==> config.mk <==
export PLATFORM = sky130hd
export DESIGN_NAME = viterbi_decoder_k3
export DESIGN_NICKNAME = d
export VERILOG_FILES = /design/src/rtl/viterbi_decoder_k3.sv
export SDC_FILE = /design/constraint.sdc
export NUM_CORES = 1
export LEC_CHECK = 0
export ABC_AREA = 1
export BUFFER_PORTS_ARGS = -buffer_cell sky130_fd_sc_hd__buf_2
export CAP_MARGIN = 20
export CORE_MARGIN = 1
export CORE_UTILIZATION = 64
export DETAILED_ROUTE_END_ITERATION = 10
export PLACE_DENSITY = 0.82
export SYNTH_ARGS = -nofsm -noshare
export SYNTH_HDL_FRONTEND = slang
export SYNTH_SLANG_ARGS = --single-unit
==> constraint.sdc <==
create_clock -name clk -period 3.25 [get_ports clk]
set_input_delay 0.4875 -clock clk [delete_from_list [all_inputs] [get_ports clk]]
set_output_delay 0.4875 -clock clk [all_outputs]
set_load 0.02 [all_outputs]
==> src/rtl/viterbi_decoder_k3.sv <==
// Hard-decision Viterbi decoder for the K=3, rate-1/2 code (g0=111, g1=101).
// Collects one zero-tail terminated frame of DATA_BITS+2 symbols, traces back
// from state 0, then streams the recovered bits out oldest first.
module viterbi_decoder_k3 #(
    parameter int unsigned DATA_BITS = 3,
    parameter int unsigned METRIC_W  = 5
) (
    input  logic                clk,
    input  logic                rst_n,
    input  logic                sym_valid,
    output logic                sym_ready,
    input  logic [1:0]          sym_in,
    output logic                bit_valid,
    input  logic                bit_ready,
    output logic                bit_out,
    output logic                bit_last,
    output logic [METRIC_W-1:0] err_metric
);
    localparam int unsigned FRAME_LEN = DATA_BITS + 2;
    localparam int unsigned STEP_W    = $clog2(FRAME_LEN);
    localparam int unsigned IDX_W     = $clog2(DATA_BITS + 1);
    localparam logic [METRIC_W-1:0] METRIC_MAX = '1;

    typedef enum logic [1:0] {StRecv, StTrace, StOut} state_e;

    state_e               state;
    logic [STEP_W-1:0]    step;      // symbol index in RECV, traceback index in TRACE
    logic [METRIC_W-1:0]  pm [4];
    logic [METRIC_W-1:0]  pm_new [4];
    logic [3:0]           dec;
    logic [3:0]           surv [FRAME_LEN];
    logic [1:0]           tr_state;
    logic [DATA_BITS-1:0] out_buf;   // out_buf[0] is always the bit currently on bit_out
    logic [DATA_BITS-1:0] out_shift;
    logic [IDX_W-1:0]     out_idx;

    // Hamming distance between the received symbol and the one expected on
    // the branch leaving state s with input b.
    function automatic logic [1:0] branch_metric(input logic [1:0] sym, input logic [1:0] s,
                                                 input logic b);
        logic [1:0] diff;
        diff = sym ^ {b ^ s[1] ^ s[0], b ^ s[0]};
        return {1'b0, diff[1]} + {1'b0, diff[0]};
    endfunction

    function automatic logic [METRIC_W-1:0] sat_add(input logic [METRIC_W-1:0] a,
                                                    input logic [1:0] bm);
        logic [METRIC_W:0] sum;
        sum = {1'b0, a} + {{(METRIC_W-1){1'b0}}, bm};
        return sum[METRIC_W] ? METRIC_MAX : sum[METRIC_W-1:0];
    endfunction

    assign sym_ready = (state == StRecv);
    assign out_shift = out_buf >> 1;

    // Add-compare-select for all four next states; ties keep the s[0]=0 predecessor.
    always_comb begin
        logic [1:0]          nxt;
        logic [METRIC_W-1:0] cand0;
        logic [METRIC_W-1:0] cand1;
        dec = '0;
        for (int n = 0; n < 4; n++) begin
            pm_new[n] = '0;
        end
        for (int n = 0; n < 4; n++) begin
            nxt   = 2'(n);
            cand0 = sat_add(pm[{nxt[0], 1'b0}], branch_metric(sym_in, {nxt[0], 1'b0}, nxt[1]));
            cand1 = sat_add(pm[{nxt[0], 1'b1}], branch_metric(sym_in, {nxt[0], 1'b1}, nxt[1]));
            dec[nxt]    = (cand1 < cand0);
            pm_new[nxt] = (cand1 < cand0) ? cand1 : cand0;
        end
    end

    // Frame FSM: accumulate metrics/survivors, trace back, then stream bits.
    always_ff @(posedge clk or negedge rst_n) begin
        if (!rst_n) begin
            state      <= StRecv;
            step       <= '0;
            pm[0]      <= '0;
            pm[1]      <= METRIC_MAX;
            pm[2]      <= METRIC_MAX;
            pm[3]      <= METRIC_MAX;
            tr_state   <= '0;
            out_buf    <= '0;
            out_idx    <= '0;
            bit_valid  <= 1'b0;
            bit_out    <= 1'b0;
            bit_last   <= 1'b0;
            err_metric <= '0;
            for (int unsigned i = 0; i < FRAME_LEN; i++) begin
                surv[i] <= '0;
            end
        end else begin
            unique case (state)
                StRecv: begin
                    if (sym_valid && sym_ready) begin
                        for (int n = 0; n < 4; n++) begin
                            pm[n] <= pm_new[n];
                        end
                        surv[step] <= dec;
                        if (step == STEP_W'(FRAME_LEN - 1)) begin
                            // step stays at L-1: it is the first traceback index
                            err_metric <= pm_new[0];
                            tr_state   <= '0;
                            state      <= StTrace;
                        end else begin
                            step <= step + 1'b1;
                        end
                    end
                end
                StTrace: begin
                    for (int unsigned i = 0; i < DATA_BITS; i++) begin
                        if (step == STEP_W'(i)) begin
                            out_buf[i] <= tr_state[1];
                        end
                    end
                    tr_state <= {tr_state[0], surv[step][tr_state]};
                    if (step == '0) begin
                        state     <= StOut;
                        bit_valid <= 1'b1;
                        bit_out   <= tr_state[1];
                        bit_last  <= (DATA_BITS == 1);
                        out_idx   <= '0;
                    end else begin
                        step <= step - 1'b1;
                    end
                end
                StOut: begin
                    if (bit_ready) begin
                        if (out_idx == IDX_W'(DATA_BITS - 1)) begin
                            state     <= StRecv;
                            bit_valid <= 1'b0;
                            bit_out   <= 1'b0;
                            bit_last  <= 1'b0;
                            step      <= '0;
                            pm[0]     <= '0;
                            pm[1]     <= METRIC_MAX;
                            pm[2]     <= METRIC_MAX;
                            pm[3]     <= METRIC_MAX;
                        end else begin
                            out_idx  <= out_idx + 1'b1;
                            out_buf  <= out_shift;
                            bit_out  <= out_shift[0];
                            bit_last <= ((out_idx + 1'b1) == IDX_W'(DATA_BITS - 1));
                        end
                    end
                end
                default: state <= StRecv;
            endcase
        end
    end
endmodule

==> flow_summary.json <==
{
  "synth_fp_nets": 722,
  "drive_above_1_share": 0.178,
  "syn-mean-instance-area_um2": 7.20,
  "library_cells_used_by_synthesis": 34,
  "regToRegSetupSlack_ps": 230,
  "globalRoute.busiestLayer": "met2",
  "timing_worst_setup_path_type": "primary input to flop",
  "timing.fmax_mhz": 317,
  "grt_util_all_layers": 0.314,
  "grt_first_pass_wirelength_um": 19100,
  "synth_top_area_cell": "sky130_fd_sc_hd__dfrtp_1",
  "min_cycle_time_layout_ps": 3150,
  "timing_max_transition_violations_final": 0,
  "avgViaCountPerCell": 5.56,
  "synthAdderAreaFrac": 0.122,
  "worstPathArrival_ps": 3410,
  "antennaDiodeCount": 0,
  "grt_max_degree": 40,
  "finalHoldViolations": 0,
  "cpMaxStageDelayCell": "sky130_fd_sc_hd__a211oi_4",
  "clock_skews_ps": 11.7,
  "ys.warnings.count": 0,
  "crit_path_start_kind": "primary input",
  "drt_wl_total_um": 11400,
  "num_rows": 31,
  "crit_path_end_kind": "flop",
  "drc": 0,
  "status": "completed",
  "yosysTopAreaCellShare": 0.228,
  "synthesis.instances": 669,
  "die-width_um": 88.8,
  "worst_pin_slew_ps": 655,
  "portion_of_the_clock_cycle_consumed_by_the_worst_path_in_the_final_layout": 0.970,
  "netlist_top_cells_area": "sky130_fd_sc_hd__dfrtp_1, sky130_fd_sc_hd__nand2_1, sky130_fd_sc_hd__ha_1",
  "post_cts_hold_buffer_count": 0,
  "synth_top_family_by_area": "simple AND/OR/NAND/NOR gates",
  "final_util": 0.738,
  "global_route.overflow_total": 0,
  "antenna_found_initial": 0,
  "yosys-mux-area-fraction": 0.00208,
  "numPortBuffers": 14,
  "htreeDepth": 3,
  "areaGrowthSynthToFinish_pct": 11.0,
  "first_iter_violations": 285,
  "cts_tree": "built",
  "max_slew_margin": 0.563,
  "crit_path_max_incr_delay_ps": 400,
  "timing.hold.worst.class": "primary input to asynchronous set/reset pin",
  "timing.critical_path.cells": "buf_2 -> inv_1 -> ha_1 -> inv_1 -> buf_4 -> ha_1 -> ha_1 -> inv_1 -> nand2_1 -> nand3_1 -> xor2_1 -> nand2_1 -> ha_4 -> nand2_1 -> nor2_1 -> a211oi_4 -> buf_4 -> a21oi_1 -> nor2_1 -> nor2_1",
  "fill_cells": 568,
  "synth-seq-area-share": 0.310,
  "detailedPlacementHpwl_um": 8710,
  "first_global_vias": 4221,
  "avgRoutedWirePerCell_um": 14.1,
  "timing.critical_path.fanout_max": 8,
  "met2_usage": 0.534,
  "setup_violations": 0,
  "worstPathRequired_ps": 3510,
  "routabilityCongestion": 0.909,
  "numCtsBuffers": 9,
  "cts_max_path_buffers": 2,
  "maxCapViolCount": 0,
  "clk_pin_slew_ps": 70,
  "global_route.usage.met1": 0.404,
  "multi_input_comb_area_um2": 2960,
  "fp.coreArea_um2": 7250,
  "design.portCount": 15,
  "die_area_um2": 7880,
  "final_net_count": 762,
  "synth_xor_xnor_area_share": 0.0270,
  "clock_sink_count": 59,
  "total_via_count_in_the_routed_design": 4514,
  "die_height_um": 88.8,
  "area.sequential_um2": 1500,
  "cts-root-buf": "sky130_fd_sc_hd__clkbuf_8",
  "worst_skew_pair.late_latency_ps": 340,
  "postRouteAntennaNets": 0,
  "globalRouteMet3Util": 0.0466,
  "synthesized_area_fraction_occupied_by_ao_oa_aoi_and_oai_cells": 0.113,
  "ys_seq_elements": 59,
  "yosys.area_share.simple": 0.341,
  "mappedNetlistArea_um2": 4820,
  "starting_density_of_the_core": 0.664,
  "drt-pass1-iter-count": 5
}
[cell families (layout without fill, tap and decap cells)]
group	Yosys count	after routing
AOI/OAI and AO/OA	84	84
xor gates and xnor gates	14	14
adders and majority gates	47	47
buffers and inverters	100	144
DFF	59	59
muxes	1	1
and+or+nand+nor	364	364
[state kept, by name, indices dropped and copies added, names as in the netlist]
register    count
surv           20
step            3
pm             20
bit_out         1
state           2
tr_state        2
bit_last        1
out_idx         2
err_metric      5
bit_valid       1
out_buf         2
[cell usage in the layout, fill, tap and decap left out, types with 10 or more instances in the layout]
cell,netlist,routed
sky130_fd_sc_hd__o21ai_0,43,43
sky130_fd_sc_hd__buf_4,2,26
sky130_fd_sc_hd__nand2_1,184,184
sky130_fd_sc_hd__inv_1,82,82
sky130_fd_sc_hd__dfrtp_1,44,44
sky130_fd_sc_hd__buf_2,5,14
sky130_fd_sc_hd__nor2_1,50,49
sky130_fd_sc_hd__nand2_2,15,15
sky130_fd_sc_hd__clkbuf_8,0,10
sky130_fd_sc_hd__dfstp_2,15,15
sky130_fd_sc_hd__a21oi_1,17,17
sky130_fd_sc_hd__ha_1,47,44
sky130_fd_sc_hd__nand4_1,17,17
sky130_fd_sc_hd__xor2_1,13,13
sky130_fd_sc_hd__nand3_1,73,72
[critical path, delay by kind of cell]
kind,cells,cell delay (ps)
AOI/OAI and AO/OA,2,470
xor gates and xnor gates,1,140
adders and majority gates,4,1020
buffers and inverters,6,640
and+or+nand+nor,7,640
[area by class of cell]
type                    instances  share of cell area
clock buffers                  10              0.0257
well taps                      99              0.0231
inverters                      89              0.0634
flip-flops and latches         59               0.279
repair buffers                 40              0.0496
multi-input cells             510               0.553
clock inverters                 5             0.00561
[synthesized netlist by cell type, drive strengths merged]
master   number
a22oi         1
nor2         56
ha           47
nand2       206
a21boi        3
a21oi        17
a31oi         6
o21ai        43
o21a          5
inv          89
xor2         14
buf           9
o2111ai       2
mux2i         1
nor3          1
dfrtp        44
or2          11
clkbuf        2
dfstp        15
nand3        73
nand4        17
o211ai        3
a211oi        4
[layer usage]
layer / share of wire / vias up
li1: - / 2245
met1: 0.43 / 2101
met5: 0 / -
met4: 0.027 / 0
met3: 0.051 / 35
met2: 0.49 / 133
[metrics by stage]
step	setup TNS (ps)	worst slack [ps]	cell area, um2	hold WS (ps)	cells
detailed placement	-3800	-187	5120	470	795
global route	-30.9	-30.9	5350	131	812
global placement	-640	-83.7	5120	459	795
floorplan	0	185	4820	192	669
finish	0	96.6	5350	92.9	812
CTS	0	164	5290	105	810
[worst paths after layout]
path | from | end | depth (start not counted)
worst max-delay path | sym_in[1] | pm[13] | 20
worst min-delay path | rst_n | surv[16] | 1
worst max register to register | pm[6] | pm[13] | 17
worst min register to register | err_metric[0] | err_metric[0] | 2
max in group asynchronous | rst_n | pm[14] | 2
min in group clk | err_metric[0] | err_metric[0] | 2
[what timing repair did]
item                                    4_1_cts  5_1_grt
endpoints found under the setup margin        0       13
setup buffers                                 0        2
gates resized for setup                       0        6
Power is left out: the tool's default activity adds up to more than one toggle a clock period on the data nets, which glitch-free logic cannot reach.
